<file path="src/rtl/mem_lsu_pkg.sv">
// mem_lsu_pkg: memory op codes, FSM states and access-size decode shared by the control unit and the LSU.
package mem_lsu_pkg;
   localparam logic [2:0] LD_B  = 3'b000;
   localparam logic [2:0] LD_H  = 3'b001;
   localparam logic [2:0] LD_W  = 3'b010;
   localparam logic [2:0] LD_BU = 3'b011;
   localparam logic [2:0] LD_HU = 3'b100;
   localparam logic [1:0] ST_B  = 2'b00;
   localparam logic [1:0] ST_H  = 2'b01;
   localparam logic [1:0] ST_W  = 2'b10;

   typedef enum logic [2:0] {S_IDLE, S_ACC0, S_ACC1, S_RESP, S_ERR} state_t;

   // Size in bytes; 0 marks a reserved code.
   function automatic logic [2:0] op_size(input logic we, input logic [2:0] ld, input logic [1:0] st);
      if (we)
         return (st == ST_B) ? 3'd1 : (st == ST_H) ? 3'd2 : (st == ST_W) ? 3'd4 : 3'd0;
      return (ld == LD_B || ld == LD_BU) ? 3'd1 :
             (ld == LD_H || ld == LD_HU) ? 3'd2 :
             (ld == LD_W) ? 3'd4 : 3'd0;
   endfunction
endpackage

</file>
<file path="src/rtl/mem_lsu_align.sv">
// lsu_align: byte-enable generation, store lane steering and load extraction/extension.
// MISALIGN_SPLIT_EN adds the second-beat outputs; otherwise spilling or odd halfword accesses flag an error.
module lsu_align
   import mem_lsu_pkg::*;
(
`ifdef MISALIGN_SPLIT_EN
   input  logic [31:0] i_rdata1,
   output logic [3:0]  o_be1,
   output logic [31:0] o_wdata1,
   output logic        o_spill,
`endif
   input  logic        i_we,
   input  logic [2:0]  i_load,
   input  logic [1:0]  i_store,
   input  logic [1:0]  i_off,
   input  logic [31:0] i_wdata,
   input  logic [31:0] i_rdata0,
   output logic [3:0]  o_be0,
   output logic [31:0] o_wdata0,
   output logic [31:0] o_rdata,
   output logic        o_err
);
   logic [2:0]  w_size;
   logic [7:0]  w_be;
   logic [31:0] w_rb;

   assign w_size = op_size(i_we, i_load, i_store);
   // Upper nibble of the shifted mask is exactly the beat-1 byte enables.
   assign w_be   = ((8'd1 << w_size) - 8'd1) << i_off;

`ifdef MISALIGN_SPLIT_EN
   assign {o_wdata1, o_wdata0} = {32'd0, i_wdata} << {i_off, 3'b000};
   assign {o_be1, o_be0}       = w_be;
   assign w_rb    = 32'({i_rdata1, i_rdata0} >> {i_off, 3'b000});
   assign o_spill = |w_be[7:4];
   assign o_err   = w_size == 3'd0;
`else
   assign o_wdata0 = i_wdata << {i_off, 3'b000};
   assign o_be0    = w_be[3:0];
   assign w_rb     = i_rdata0 >> {i_off, 3'b000};
   assign o_err    = w_size == 3'd0 || |w_be[7:4] || (w_size == 3'd2 && i_off[0]);
`endif

   assign o_rdata = i_we ? 32'd0 :
                    (i_load == LD_B)  ? {{24{w_rb[7]}}, w_rb[7:0]} :
                    (i_load == LD_H)  ? {{16{w_rb[15]}}, w_rb[15:0]} :
                    (i_load == LD_BU) ? {24'd0, w_rb[7:0]} :
                    (i_load == LD_HU) ? {16'd0, w_rb[15:0]} : w_rb;
endmodule

</file>
<file path="src/rtl/mem_lsu.sv">
// mem_lsu: load/store unit turning core memory ops into req/ack bus beats and extended load results.
// MISALIGN_SPLIT_EN enables two-beat execution of accesses that cross a word boundary.
module mem_lsu
   import mem_lsu_pkg::*;
#(
   parameter int ADDR_W = 32,
   parameter int DATA_W = 32
) (
   input  logic              clk,
   input  logic              rst_n,
   input  logic              req_valid,
   output logic              req_ready,
   input  logic              mem_write,
   input  logic [2:0]        load,
   input  logic [1:0]        store,
   input  logic [ADDR_W-1:0] addr,
   input  logic [DATA_W-1:0] wdata,
   output logic              resp_valid,
   output logic [DATA_W-1:0] resp_rdata,
   output logic              resp_err,
   output logic              stall,
   output logic              bus_req,
   output logic              bus_we,
   output logic [ADDR_W-1:0] bus_addr,
   output logic [3:0]        bus_be,
   output logic [DATA_W-1:0] bus_wdata,
   input  logic              bus_ack,
   input  logic [DATA_W-1:0] bus_rdata
);
   state_t            r_state;
   logic              r_we, r_ready, r_stall, r_resp_valid, r_resp_err, r_bus_req, r_bus_we;
   logic [2:0]        r_load;
   logic [1:0]        r_store, r_off;
   logic [DATA_W-1:0] r_wdata, r_resp_rdata, r_bus_wdata;
   logic [ADDR_W-1:0] r_bus_addr;
   logic [3:0]        r_bus_be;
   logic              w_idle, w_we, w_err;
   logic [2:0]        w_load;
   logic [1:0]        w_store, w_off;
   logic [DATA_W-1:0] w_wdata, w_wdata0, w_rdata, w_rdata0;
   logic [3:0]        w_be0;
`ifdef MISALIGN_SPLIT_EN
   logic [DATA_W-1:0] r_rdata0, w_wdata1;
   logic [3:0]        w_be1;
   logic              w_spill;
`endif

   // In IDLE the aligner looks at the incoming op so beat 0 can be registered at accept.
   assign w_idle  = r_state == S_IDLE;
   assign w_we    = w_idle ? mem_write : r_we;
   assign w_load  = w_idle ? load : r_load;
   assign w_store = w_idle ? store : r_store;
   assign w_off   = w_idle ? addr[1:0] : r_off;
   assign w_wdata = w_idle ? wdata : r_wdata;
`ifdef MISALIGN_SPLIT_EN
   assign w_rdata0 = (r_state == S_ACC1) ? r_rdata0 : bus_rdata;
`else
   assign w_rdata0 = bus_rdata;
`endif

   lsu_align u_align (
`ifdef MISALIGN_SPLIT_EN
      .i_rdata1 (bus_rdata),
      .o_be1    (w_be1),
      .o_wdata1 (w_wdata1),
      .o_spill  (w_spill),
`endif
      .i_we     (w_we),
      .i_load   (w_load),
      .i_store  (w_store),
      .i_off    (w_off),
      .i_wdata  (w_wdata),
      .i_rdata0 (w_rdata0),
      .o_be0    (w_be0),
      .o_wdata0 (w_wdata0),
      .o_rdata  (w_rdata),
      .o_err    (w_err)
   );

   always_ff @(posedge clk or negedge rst_n) begin
      if (!rst_n) begin
         r_state      <= S_IDLE;
         r_we         <= 1'b0;
         r_load       <= '0;
         r_store      <= '0;
         r_off        <= '0;
         r_wdata      <= '0;
         r_ready      <= 1'b1;
         r_stall      <= 1'b0;
         r_resp_valid <= 1'b0;
         r_resp_err   <= 1'b0;
         r_resp_rdata <= '0;
         r_bus_req    <= 1'b0;
         r_bus_we     <= 1'b0;
         r_bus_addr   <= '0;
         r_bus_be     <= '0;
         r_bus_wdata  <= '0;
`ifdef MISALIGN_SPLIT_EN
         r_rdata0     <= '0;
`endif
      end else begin
         case (r_state)
            S_IDLE: if (req_valid) begin
               r_we    <= mem_write;
               r_load  <= load;
               r_store <= store;
               r_off   <= addr[1:0];
               r_wdata <= wdata;
               r_ready <= 1'b0;
               r_stall <= 1'b1;
               if (w_err) begin
                  r_state      <= S_ERR;
                  r_resp_valid <= 1'b1;
                  r_resp_err   <= 1'b1;
               end else begin
                  r_state     <= S_ACC0;
                  r_bus_req   <= 1'b1;
                  r_bus_we    <= mem_write;
                  r_bus_addr  <= {addr[ADDR_W-1:2], 2'b00};
                  r_bus_be    <= w_be0;
                  r_bus_wdata <= w_wdata0;
               end
            end
            S_ACC0: if (r_bus_req && bus_ack) begin
               r_bus_req <= 1'b0;
`ifdef MISALIGN_SPLIT_EN
               if (w_spill) begin
                  r_state     <= S_ACC1;
                  r_rdata0    <= bus_rdata;
                  r_bus_addr  <= r_bus_addr + ADDR_W'(4);
                  r_bus_be    <= w_be1;
                  r_bus_wdata <= w_wdata1;
               end else
`endif
               begin
                  r_state      <= S_RESP;
                  r_resp_valid <= 1'b1;
                  r_resp_rdata <= w_rdata;
               end
            end
`ifdef MISALIGN_SPLIT_EN
            // Beat 1 starts with req low for one cycle so beats never run back to back.
            S_ACC1: if (!r_bus_req) r_bus_req <= 1'b1;
            else if (bus_ack) begin
               r_bus_req    <= 1'b0;
               r_state      <= S_RESP;
               r_resp_valid <= 1'b1;
               r_resp_rdata <= w_rdata;
            end
`endif
            S_RESP, S_ERR: begin
               r_state      <= S_IDLE;
               r_ready      <= 1'b1;
               r_stall      <= 1'b0;
               r_resp_valid <= 1'b0;
               r_resp_err   <= 1'b0;
               r_resp_rdata <= '0;
            end
            default: r_state <= S_IDLE;
         endcase
      end
   end

   assign req_ready  = r_ready;
   assign stall      = r_stall;
   assign resp_valid = r_resp_valid;
   assign resp_err   = r_resp_err;
   assign resp_rdata = r_resp_rdata;
   assign bus_req    = r_bus_req;
   assign bus_we     = r_bus_we;
   assign bus_addr   = r_bus_addr;
   assign bus_be     = r_bus_be;
   assign bus_wdata  = r_bus_wdata;
endmodule
</file>
<file path="config.mk">
export PLATFORM = sky130hd
export DESIGN_NAME = mem_lsu
export DESIGN_NICKNAME = d
export VERILOG_FILES = /design/src/rtl/mem_lsu_pkg.sv /design/src/rtl/mem_lsu_align.sv /design/src/rtl/mem_lsu.sv
export SDC_FILE = /design/constraint.sdc
export NUM_CORES = 1
export LEC_CHECK = 0
export CAP_MARGIN = 20
export CORE_MARGIN = 3
export CORE_UTILIZATION = 49
export CTS_CLUSTER_DIAMETER = 150
export DETAILED_ROUTE_END_ITERATION = 12
export PLACE_DENSITY = 0.93
export REMOVE_ABC_BUFFERS = 1
export SYNTH_ARGS = -nofsm -noshare
export SYNTH_HDL_FRONTEND = slang
export SYNTH_HIERARCHICAL = 1
export SYNTH_SLANG_ARGS = --single-unit
</file>
<file path="constraint.sdc">
create_clock -name clk -period 5 [get_ports clk]
set_input_delay 0.75 -clock clk [delete_from_list [all_inputs] [get_ports clk]]
set_output_delay 0.75 -clock clk [all_outputs]
set_load 0.01 [all_outputs]
</file>
# After elaboration in Yosys (flattened, before gate mapping)
# Cells that the tools add are included.
# W data, S select, Z words.
# totals
mem_count	0
ramBits	0
latchBits	0
wordCells	98
register_bits	147
romBits	0
# classes
mul	0
shift	4
mux	38
add_sub_neg	1
div_mod_pow	0
n_bitwise	1
n_lt_le_gt_ge	0
n_reduce_logical	24
eq_ne	14
# op_table
operator	n
$mux W32	7
$pmux W32 S2	1
$mux W3	12
$shl A32 B5 Y32	1
$shr A32 B5 Y32	1
$eq A3 B2 Y1 const B	4
$mux W1	10
$logic_not A3 Y1	3
$pmux W1 S2	4
$reduce_and A2 Y1	4
$reduce_and A4 Y1	2
$shl A1 B3 Y8 const A	1
$shl A8 B2 Y8	1
$sub A8 B1 Y8 const B	1
$eq A3 B1 Y1 const B	2
$eq A3 B3 Y1 const B	2
$ne A2 B2 Y1 const B	3
$pmux W3 S2	1
$reduce_and A3 Y1	2
$reduce_bool A2 Y1	3
$logic_or A1 B1 Y1	4
$mux W2	2
$reduce_or A4 Y1	1
$pmux W1 S3	1
other kinds (8)	9

# Longest topological paths before layout
# Gate-level depths: netlist (run 1).
# logic_depth
depth_word	17
mapped_depth	17
depth_no_buf	11

# By module
# The synthesis (run 1) kept the hierarchy.
# by_module_without_submodules
module	instances	seq_area_each_um2	cells_per_inst	area_per_inst_um2
mem_lsu	1	3679.8	412	6065.8
lsu_align	1	0.0	250	1569.0

# Worst setup path after synthesis (run 1)
# OpenSTA, ideal clock, no wires.
# synth_timing
kind	flip-flop to flip-flop
start	reg r_state[2]
end	reg r_bus_wdata[12], in the netlist bus_wdata[12]
arrival_ns	3.989
slack_ns	0.884
path_buffers	6
stages_incl_launch_ff	18
path_cell_list	dfrtp_1 buf_6 nor3_4 buf_2 mux2_2 buf_2 or2_1 a31oi_1 ha_1 o21ai_0 a2111oi_0 o221ai_1 inv_1 and3_1 buf_2 buf_4 buf_6 mux2_1
# synth_via
word_cells_on_any_way	37
# synth_rtl
element	line	source
from (decl)	mem_lsu.sv:30	state_t r_state;
from (signal assigned)	mem_lsu.sv:82	r_state <= S_IDLE;
from (signal assigned)	mem_lsu.sv:112	r_state <= S_ERR;
from (signal assigned)	mem_lsu.sv:116	r_state <= S_ACC0;
$logic_not A3 Y1 *	mem_lsu.sv:49	assign w_idle = r_state == S_IDLE;
$mux W3 *	mem_lsu.sv:51	assign w_load = w_idle ? load : r_load;
named net w_load[1]	mem_lsu.sv:38	logic [2:0] w_load;
$eq A3 B2 Y1, or another cell as far along	mem_lsu_pkg.sv:20	(ld == LD_W) ? 3'd4 : 3'd0;
$mux W3 / $logic_or A1 B1 Y1 (equally long branches)	mem_lsu_pkg.sv:20, mem_lsu_pkg.sv:19	
$mux W3	mem_lsu_pkg.sv:19	(ld == LD_H || ld == LD_HU) ? 3'd2 :
$mux W3 * (2 in series)	mem_lsu_pkg.sv:18	return (ld == LD_B || ld == LD_BU) ? 3'd1 :
$shl A1 B3 Y8	mem_lsu_align.sv:29	assign w_be = ((8'd1 << w_size) - 8'd1) << i_off;
$sub A8 B1 Y8	mem_lsu_align.sv:29	
$shl A8 B2 Y8	mem_lsu_align.sv:29	
$reduce_or A4 Y1	mem_lsu_align.sv:41	assign o_err = w_size == 3'd0 || |w_be[7:4] || (w_size == 3'd2 && i_off[0]);
$logic_or A1 B1 Y1	mem_lsu_align.sv:41	
$logic_or A1 B1 Y1 *	mem_lsu_align.sv:41	
named net w_err	mem_lsu.sv:37	logic w_idle, w_we, w_err;
$not A1 Y1 (no line) *	n/a	
$reduce_and A3 Y1 (no line) *	n/a	
to (signal assigned)	mem_lsu.sv:121	r_bus_wdata <= w_wdata0;
to (decl)	mem_lsu.sv:34	logic [DATA_W-1:0] r_wdata, r_resp_rdata, r_bus_wdata;
# The timed path passes the listed nets; every way through them passes the cells marked *. The select of a mux whose other input is x is not followed.
# A chain may end at the register's enable or synchronous reset.

# Worst setup path in the final report (run 1)
# layout_timing
start	reg r_state[2]
end	reg r_bus_addr[15], in the netlist bus_addr[15]
# layout_via
word_cells_on_any_way	35
# layout_rtl
element	line	source
$logic_not A3 Y1 *	mem_lsu.sv:49	
$mux W1 *	mem_lsu.sv:50	assign w_we = w_idle ? mem_write : r_we;
named net w_we	mem_lsu.sv:37	
$mux W1 *	mem_lsu_pkg.sv:16	if (we)
$mux W3 *	mem_lsu_pkg.sv:18	
$shl A1 B3 Y8	mem_lsu_align.sv:29	
$sub A8 B1 Y8	mem_lsu_align.sv:29	
$shl A8 B2 Y8	mem_lsu_align.sv:29	
$reduce_or A4 Y1	mem_lsu_align.sv:41	
$logic_or A1 B1 Y1	mem_lsu_align.sv:41	
$logic_or A1 B1 Y1 *	mem_lsu_align.sv:41	
named net w_err	mem_lsu.sv:37	
$not A1 Y1 (no line) *	n/a	
$reduce_and A3 Y1 (no line) *	n/a	
to (signal assigned)	mem_lsu.sv:119	r_bus_addr <= {addr[ADDR_W-1:2], 2'b00};
to (decl)	mem_lsu.sv:35	logic [ADDR_W-1:0] r_bus_addr;
# Marked as above.

==> results of run 1 <==
## cells by family after synthesis
| family | count (synthesis) | share of synthesized area (%) |
|---|---|---|
| buffers and inverters | 61 | 4.08 |
| XOR/XNOR | 1 | 0.115 |
| AO/OA/AOI/OAI | 147 | 12.7 |
| flip-flops | 147 | 48.2 |
| AND/OR/NAND/NOR | 123 | 8.34 |
| adder cells (fa/ha/maj) | 1 | 0.164 |
| other | 1 | 0.0491 |
| multiplexers | 181 | 26.3 |
## Yosys cell counts (2+ instances only)
master and n:
nor2b_1 15, nor3b_1 2, buf_6 5, nand2b_1 5
o21a_1 9, mux2_2 129, nand2_1 16, a31oi_1 4
nand3_1 14, buf_4 4, a211oi_1 22, a32oi_1 2
nor2_1 43, inv_1 8, clkbuf_1 16, and3_1 4
a22o_1 19, buf_2 24, nand3b_1 2, and2_1 11
a21oi_1 43, buf_1 4, dfrtp_1 146, o21ai_0 33
mux2i_1 32, mux2_1 19
## per-layer routing
metal,GRT usage (%),vias to the layer above
met2,40.1,247
li1,-,2777
met1,30.3,3000
met4,9.44,0
met3,7.68,44
met5,0,-
## power groups by stage
stage / clock network [W] / logic [W] / registers, W
2_1_floorplan: 0 / 0.00195 / 0.00202
3_3_place_gp: 0 / 0.00322 / 0.00192
3_5_place_dp: 0 / 0.00331 / 0.00195
4_1_cts: 0.00132 / 0.00334 / 0.00194
5_1_grt: 0.00137 / 0.00362 / 0.00200
6_report: 0.00129 / 0.00335 / 0.00194
## layout by cell type, fill, tap and decap left out, drive strengths merged, types with 3 or more instances in the layout
cell	n
clkdlybuf4s50	208
mux2	148
dfrtp	146
nor2	43
a21oi	43
o21ai	35
mux2i	32
a211oi	22
a22o	19
clkbuf	17
nand2	16
inv	16
nor2b	15
nand3	14
buf	12
and2	11
o21a	9
nand2b	5
a31oi	4
and3	4
clkinvlp	3
nor3	3
## flip-flops by register name, indices dropped and copies added, names as in the netlist, 2 cells and up
| signal | count |
|---|---|
| bus_addr | 30 |
| bus_be | 4 |
| bus_wdata | 32 |
| r_load | 3 |
| r_off | 2 |
| r_state | 3 |
| r_store | 2 |
| r_wdata | 32 |
| resp_rdata | 32 |
## layout make-up
cell class | instances | area share (%)
flip-flops and latches | 147 | 35.5
multi-input cells | 455 | 35.2
repair buffers | 220 | 21.1
clock buffers | 17 | 4.10
well taps | 184 | 2.22
clock inverters | 15 | 1.64
inverters | 8 | 0.289
diodes | 1 | 0.0241
## how the worst max path moves through the flow
| stage | from | to | slack [ns] | depth (start not counted) |
|---|---|---|---|---|
| detailed placement | mem_write | bus_addr[15]$_DFFE_PN0P_ | 0.46 | 12 |
| global placement | mem_write | bus_addr[16]$_DFFE_PN0P_ | 0.60 | 12 |
| floorplan | r_state[2]$_DFFE_PN0P_ | bus_addr[10]$_DFFE_PN0P_ | -0.93 | 11 |
| global route | r_state[2]$_DFFE_PN0P_ | bus_wdata[27]$_DFFE_PN0P_ | 0.11 | 13 |
| CTS | r_state[2]$_DFFE_PN0P_ | bus_wdata[27]$_DFFE_PN0P_ | 0.55 | 13 |
| finish | r_state[2]$_DFFE_PN0P_ | bus_addr[15]$_DFFE_PN0P_ | 0.52 | 13 |
## worst max-delay path: stages (launching register included)
cell	delay, ns
dfrtp_1	0.48
nor3_4	0.36
buf_4	0.24
mux2_2	0.51
and3_1	0.20
a31oi_1	0.34
ha_1	0.32
o21ai_0	0.11
a2111oi_0	0.43
o221ai_1	0.29
inv_1	0.15
and3_2	0.22
buf_4	0.31
mux2_2	0.38
## stage by stage
stage	cells	util (%)
finish	1047	69.8
global route	1046	69.8
CTS	1046	69.8
detailed placement	1014	65.8
global placement	1014	65.8
floorplan	610	-
==> flow_summary.yaml, run 1 <==
run_status:
  outcome: "completed"
layout:
  post-route-cell-area_um2: 10400
  register_area_um2: 3680
  drive_above_1_share_pct: 21.7
  fillers: 1055
  area_growth_syn_to_layout_pct: 35.9
  multi_input_comb_area_um2: 3650
  nNetsFinal: 956
critical_path:
  startpoint_class_of_the_critical_path: "register"
  worstReg2RegEnd: "bus_addr[15]$_DFFE_PN0P_"
  arrival_time_at_the_worst_endpoint_ns: 4.79
  critical_path.endpoint_type: "register"
  reg2reg_setup_slack_ns: 0.52
  worstSetupPathType: "reg -> reg"
  startpoint_of_the_lowest_slack_register_to_register_path: "r_state[2]$_DFFE_PN0P_"
  ff2ff_path_depth: 13
  worstPathRequired_ns: 5.31
  cp_max_fo: 20
route:
  top_layer_used: "met4"
  firstDrtPassIters: 5
  route.detailed.drc: 0
  detail_route.wirelength_mm: 20.7
  viasPerCell: 5.80
  drt.antenna.violating_nets: 0
  wl_met2_mm: 10.2
  wirelength_met1_mm: 8.16
  wl_per_cell_um: 19.7
  iter_0_drt_violations: 440
  met3_length_mm: 1.71
  routed-via-count: 6068
timing:
  timing.final.crit_share_pct: 89.6
  finalHoldViolCount: 0
  totalNegativeSetupSlack_ns: 0
  rsz_0062_raised_after_global_routing: "false"
  relative_slew_slack_pct: 25.0
  slew_viols_final: 0
  final.setup.worst_slack_ns: 0.518
  min_clock_period_post_route_ns: 4.48
  fin_hold_ws_ns: 0.419
  report.final.setup_viol: 0
  fin_skew_ns: 0.0109
  maxClockFrequency_ghz: 0.223
  worst_pin_slew_ns: 1.12
placed_design:
  place_worst_setup_slack_ns: 0.457
  port-buffer-count: 209
  routabilityCongestion: 0.938
  dp_hpwl_mm: 14.3
  detailed_place.area_um2: 9780
logic_synthesis:
  yosys_most_used_dff: "dfrtp_1"
  yosysSeqAreaShare_pct: 48.2
  yosys.area.top_type: "dfrtp_1"
  yosys.cell_types.count: 57
  number_of_synthesized_flops_with_an_enable_pin: 0
  proportion_of_synthesized_flip_flops_having_asynchronous_set_or_reset_pct: 100
  post_synth.cell_area_avg_um2: 11.5
  synth_seq_cells: 147
  synth_area_leaders: "dfrtp_1, mux2_2, mux2i_1"
  synth_top_cell_area_share_pct: 47.9
  synthesis.instances: 662
  synthesis.area_um2: 7630
  ys_warnings: 6
floorplan:
  fp.coreArea_um2: 14900
  die_area_um2: 17100
  rows: 44
  fp.dieH_um: 131
  initial_core_util_pct: 51.4
  dieWidth_um: 131
  io_pins: 212
run:
  maxCapViolCount: 0
global_routing:
  antenna_found_initial: 0
  grt_pass1_vias: 6267
  grt_overflow: 0
  largest_net_degree_at_the_start_of_global_routing: 111
  first_pass_grt_wire_length_mm: 32.3
  overall_global_routing_resource_usage_pct: 24.4
pwr:
  netSwitchingPower_w: 0.00247
  share_seq_of_total_power_pct: 29.4
  totalPowerFinal_w: 0.00658
  p_clk_share_pct: 19.7
  cellPowerDensity_nw_per_um2: 634
  peak_supply_drop_mv: 0.373
  p_leak_nw: 4.36
  switching_portion_of_total_power_pct: 37.6
  combPwrFrac_pct: 50.9
  p_int_w: 0.00411
clocking:
  post_cts_hold_buffer_count: 0
  cts_tree: "yes"
  root_buffer: "clkbuf_16"
  cts.clk_slew.worst_paths_ns: 0.06
  cts-root-to-sink-buffers: 2
  post_cts_sizing: 0
  postCtsSetupBuffers: 0
  clkLatencyLatePin_ns: 0.43
  cts.sinks: 147
  ctsHtreeMaxLevel: 4
  cts_made_buffers: 17
min_path:
  hold_path_class: "in -> async"
No activity file was read; power rests on OpenSTA's default activity.
==> run 2: changes to the inputs <==
- GPL_TIMING_DRIVEN: unset -> 0
==> run 2 against run 1 <==
Design area grew 1.7%. Register-to-register slack lost 0.24 ns. Critical path depth is the same. First-iteration DRC count grew 0.23%. Utilization grew 1.2 points. Combinational power grew 2%.
==> flow_summary.yaml, run 2 (synthesized netlist as in run 1, its figures left out) <==
critical_path:
  reg2reg_setup_slack_ns: 0.28
  worstSetupPathType: "reg -> reg"
  worstReg2RegEnd: "bus_wdata[12]$_DFFE_PN0P_"
  critical_path.endpoint_type: "register"
  startpoint_class_of_the_critical_path: "register"
  arrival_time_at_the_worst_endpoint_ns: 5.02
  cp_max_fo: 56
  startpoint_of_the_lowest_slack_register_to_register_path: "r_state[0]$_DFFE_PN0P_"
  worstPathRequired_ns: 5.30
  ff2ff_path_depth: 13
route:
  top_layer_used: "met4"
  viasPerCell: 5.79
  detail_route.wirelength_mm: 20.6
  route.detailed.drc: 0
  wl_per_cell_um: 19.7
  drt.antenna.violating_nets: 0
  iter_0_drt_violations: 441
  wirelength_met1_mm: 8.13
  routed-via-count: 6044
  met3_length_mm: 1.67
  firstDrtPassIters: 7
  wl_met2_mm: 10.4
pwr:
  peak_supply_drop_mv: 0.335
  p_leak_nw: 4.44
  cellPowerDensity_nw_per_um2: 648
placed_design:
  routabilityCongestion: 0.866
  dp_hpwl_mm: 14.0
  detailed_place.area_um2: 9850
  port-buffer-count: 209
  place_worst_setup_slack_ns: -0.288
clocking:
  cts.clk_slew.worst_paths_ns: 0.06
  cts_tree: "yes"
  post_cts_hold_buffer_count: 0
  clkLatencyLatePin_ns: 0.42
  cts.sinks: 147
  cts-root-to-sink-buffers: 2
  cts_made_buffers: 17
  ctsHtreeMaxLevel: 4
  root_buffer: "clkbuf_16"
floorplan:
  io_pins: 212
  fp.dieH_um: 131
  initial_core_util_pct: 51.4
  fp.coreArea_um2: 14900
  rows: 44
  dieWidth_um: 131
  die_area_um2: 17100
run_status:
  outcome: "completed"
layout:
  post-route-cell-area_um2: 10600
  fillers: 1019
  drive_above_1_share_pct: 21.8
  mostFrequentLayoutCell: "clkdlybuf4s50_1"
  n_antenna_cell: 0
  area_growth_syn_to_layout_pct: 38.3
  most-common-layout-cells: "clkdlybuf4s50_1, dfrtp_1, mux2_2, a21oi_1, nor2_1"
  nNetsFinal: 953
timing:
  timing.final.crit_share_pct: 94.4
  report.final.setup_viol: 0
  finalHoldViolCount: 0
  min_clock_period_post_route_ns: 4.72
  worst_pin_slew_ns: 1.11
  maxClockFrequency_ghz: 0.212
  rsz_0062_raised_after_global_routing: "false"
  slew_viols_final: 0
  relative_slew_slack_pct: 25.7
  final.setup.worst_slack_ns: 0.279
  fin_skew_ns: 0.00972
min_path:
  hold_path_class: "in -> async"
global_routing:
  first_pass_grt_wire_length_mm: 32.2
  largest_net_degree_at_the_start_of_global_routing: 99
  antenna_found_initial: 0
  grt_overflow: 0
  overall_global_routing_resource_usage_pct: 24.1
  grt_pass1_vias: 6132
run:
  maxCapViolCount: 0
==> run 2: how the worst max path moves through the flow <==
stage,from,end,slack [ns],cells after the start
5_1_grt,r_state[0]$_DFFE_PN0P_,bus_wdata[19]$_DFFE_PN0P_,0.06,13
3_5_place_dp,r_state[2]$_DFFE_PN0P_,bus_wdata[19]$_DFFE_PN0P_,-0.29,13
2_1_floorplan,r_state[2]$_DFFE_PN0P_,bus_addr[10]$_DFFE_PN0P_,-0.93,11
6_report,r_state[0]$_DFFE_PN0P_,bus_wdata[12]$_DFFE_PN0P_,0.28,13
4_1_cts,r_state[0]$_DFFE_PN0P_,bus_addr[31]$_DFFE_PN0P_,0.19,13
3_3_place_gp,r_state[2]$_DFFE_PN0P_,bus_wdata[8]$_DFFE_PN0P_,-2.96,11
==> run 2: final cells by class <==
type                    count  area [um^2]  share of cell area, %
flip-flops and latches    147         3680                   34.9
multi-input cells         455         3680                   34.8
repair buffers            217         2250                   21.3
clock buffers              19          453                   4.29
clock inverters            13          243                   2.30
well taps                 184          230                   2.18
inverters                   8         30.0                  0.284
==> run 2: repair_timing <==
| action | CTS | global route |
|---|---|---|
| pin swaps | 1 | 1 |
| buffers inserted | 1 | 0 |
| setup endpoints to repair | 57 | 55 |
| gates cloned | 0 | 0 |
| gates resized for setup | 0 | 1 |
==> run 2: layer usage <==
metal | vias to the layer above | GRT usage (%)
met5 | - | 0
met4 | 0 | 6.96
met3 | 30 | 7.07
met2 | 252 | 40.2
met1 | 2994 | 30.7
li1 | 2768 | -
==> run 2: critical path: stages (launching register included) <==
cell and delay (ns):
dfrtp_1 0.48, nor3_4 0.32, buf_16 0.19, mux2_2 0.45
or2_1 0.30, a31oi_2 0.36, ha_1 0.31, o21ai_0 0.11
a2111oi_0 0.49, o221ai_1 0.31, inv_1 0.18, and3_4 0.36
buf_16 0.30, mux2_1 0.37
==> run 2: through the flow <==
step | setup TNS [ns] | instances | total power, W | hold WS (ns) | util, %
after detailed placement | -14.97 | 1010 | 0.00531 | 0.478 | 66.3
final | 0 | 1043 | 0.00684 | 0.262 | 71.0
after CTS | 0 | 1043 | 0.00686 | 0.276 | 71.0
after floorplan | -62.04 | 610 | 0.00396 | 0.454 | -
after global routing | 0 | 1043 | 0.00723 | 0.285 | 71.0
after global placement | -623.88 | 1003 | 0.00513 | 0.470 | 65.1
==> run 2: report_power, final <==
part	total, W	switching, W	internal [W]
Sequential	0.00191	0.000253	0.00166
Clock	0.00150	0.000526	0.000973
Combinational	0.00343	0.00168	0.00174
Total	0.00684	0.00246	0.00438
==> run 3: changes to the inputs <==
- CORE_UTILIZATION: 49 -> 45
- PLACE_DENSITY: 0.93 -> 0.88
==> run 3 against run 2 <==
Design area down 0.30%. Flip-flop and latch count unchanged. Worst setup slack improved by 0.074 ns. Register-to-register slack gained 0.07 ns. Utilization down 6.2 points. Clock skew rose by 0.0012 ns. Sequential power hardly changed. Power shrank 3.2%.
==> flow_summary.yaml, run 3 (synthesized netlist as in run 1, its figures left out) <==
run_status:
  outcome: "completed"
placed_design:
  routabilityCongestion: 0.826
  port-buffer-count: 209
  placedCellCount: 1043
  dp_hpwl_mm: 13.7
  place_worst_setup_slack_ns: -0.0835
critical_path:
  critical_path.endpoint_type: "register"
  cpMaxStageDelayCell: "and3_4"
  arrival_time_at_the_worst_endpoint_ns: 4.95
  worstPathRequired_ns: 5.30
  worst_path_largest_cell_delay_ns: 0.54
  startpoint_class_of_the_critical_path: "register"
  cp_top_family: "compound AO/OA/AOI/OAI gates"
  critical_path.cell_chain: "nor3_4 > buf_12 > mux2_2 > or2_1 > a31oi_1 > ha_1 > o21ai_0 > a2111oi_0 > o221ai_1 > inv_1 > and3_4 > buf_12 > mux2_2"
  worstSetupPathType: "reg -> reg"
  cp_max_fo: 35
  critical_path_buf_inv_count: 3
clocking:
  cts_tree: "yes"
  cts_made_buffers: 17
  clkLatencyLatePin_ns: 0.42
  root_buffer: "clkbuf_16"
  cts.sinks: 147
  cts-root-to-sink-buffers: 2
  post_cts_hold_buffer_count: 0
  cts.clk_slew.worst_paths_ns: 0.06
  ctsHtreeMaxLevel: 4
route:
  firstDrtPassIters: 5
  wl_per_cell_um: 18.7
  viasPerCell: 5.63
  detail_route.wirelength_mm: 20.2
  iter_0_drt_violations: 327
  routed-via-count: 6076
  route.detailed.drc: 0
  drt.antenna.violating_nets: 0
timing:
  final.setup.worst_slack_ns: 0.353
  min_clock_period_post_route_ns: 4.65
  finalHoldViolCount: 0
  totalNegativeSetupSlack_ns: 0
  fin_hold_ws_ns: 0.365
  timing.final.crit_share_pct: 92.9
  fin_skew_ns: 0.0109
  slew_viols_final: 0
  maxClockFrequency_ghz: 0.215
  report.final.setup_viol: 0
  relative_slew_slack_pct: 34.7
  rsz_0062_raised_after_global_routing: "false"
  worst_pin_slew_ns: 0.978
pwr:
  peak_supply_drop_mv: 0.409
  totalPowerFinal_w: 0.00662
  cellPowerDensity_nw_per_um2: 629
  p_leak_nw: 4.40
global_routing:
  grt_pass1_vias: 6051
  antenna_found_initial: 0
  grt_overflow: 0
  largest_net_degree_at_the_start_of_global_routing: 76
  first_pass_grt_wire_length_mm: 31.6
  overall_global_routing_resource_usage_pct: 21.6
floorplan:
  io_pins: 212
  fp.coreArea_um2: 16200
  dieWidth_um: 136
  die_area_um2: 18600
  fp.dieH_um: 136
  rows: 46
  initial_core_util_pct: 47.0
layout:
  drive_above_1_share_pct: 21.8
  n_antenna_cell: 0
  mostFrequentLayoutCell: "clkdlybuf4s50_1"
  register_area_um2: 3680
  multi_input_comb_area_um2: 3660
  area_growth_syn_to_layout_pct: 37.9
  fillers: 1277
  layoutNonFillerInstCount: 1079
  nNetsFinal: 957
  most-common-layout-cells: "clkdlybuf4s50_1, dfrtp_1, mux2_2, a21oi_1, nor2_1"
min_path:
  hold_path_class: "in -> async"
run:
  maxCapViolCount: 0
[run 3: where the power goes]
group | switching, W | total [W] | leakage [nW] | internal, W
combinational | 0.00165 | 0.00342 | 2.27 | 0.00177
clock | 0.000526 | 0.00130 | 0.281 | 0.000770
sequential | 0.000243 | 0.00190 | 1.85 | 0.00166
total | 0.00242 | 0.00662 | 4.40 | 0.00420
[run 3: what timing repair did]
item,4_1_cts,5_1_grt
resized for setup,0,0
setup buffers,3,0
setup endpoints to repair,35,0
[run 3: stage by stage]
step	utilization [%]	instance area [um^2]
finish	64.9	10500
global route	64.9	10500
CTS	64.8	10500
detailed placement	60.9	9880
global placement	59.9	9720
floorplan	-	7360
[run 3: cell type report]
class | instances | area share (%)
sequential | 147 | 35.0
multi-input combinational | 455 | 34.8
timing repair buffer | 221 | 21.7
clock buffer | 20 | 4.34
tap | 216 | 2.57
clock inverter | 12 | 1.36
inverter | 8 | 0.285
[run 3: worst paths after layout]
path                                           startpoint                         to  slack [ns]  depth (start not counted)
worst max-delay path               r_state[0]$_DFFE_PN0P_   bus_addr[22]$_DFFE_PN0P_        0.35                         13
worst min-delay path                                rst_n   bus_addr[11]$_DFFE_PN0P_        0.36                          1
worst max register to register     r_state[0]$_DFFE_PN0P_   bus_addr[22]$_DFFE_PN0P_        0.35                         13
worst min register to register  bus_wdata[14]$_DFFE_PN0P_  bus_wdata[14]$_DFFE_PN0P_        0.49                          1
max in group asynchronous                           rst_n     r_wdata[2]$_DFFE_PN0P_        3.83                          2
min in group clk                bus_wdata[14]$_DFFE_PN0P_  bus_wdata[14]$_DFFE_PN0P_        0.49                          1
[run 3: routing by layer]
metal | vias up | wire (um) | track usage, % | share of wire [%]
li1 | 2782 | - | - | -
met1 | 3016 | 8250 | 26.9 | 41
met2 | 246 | 9930 | 36.6 | 49
met3 | 32 | 1590 | 5.77 | 7.9
met4 | 0 | 428 | 6.49 | 2.1
met5 | - | 0 | 0 | 0
[run 3: worst reg2reg max path, cell delays in order (launching register included)]
cell and delay, ns:
dfrtp_1 0.48, nor3_4 0.26, buf_12 0.16, mux2_2 0.44, or2_1 0.29, a31oi_1 0.39, ha_1 0.33, o21ai_0 0.11
a2111oi_0 0.42, o221ai_1 0.27, inv_1 0.14, and3_4 0.54, buf_12 0.29, mux2_2 0.41
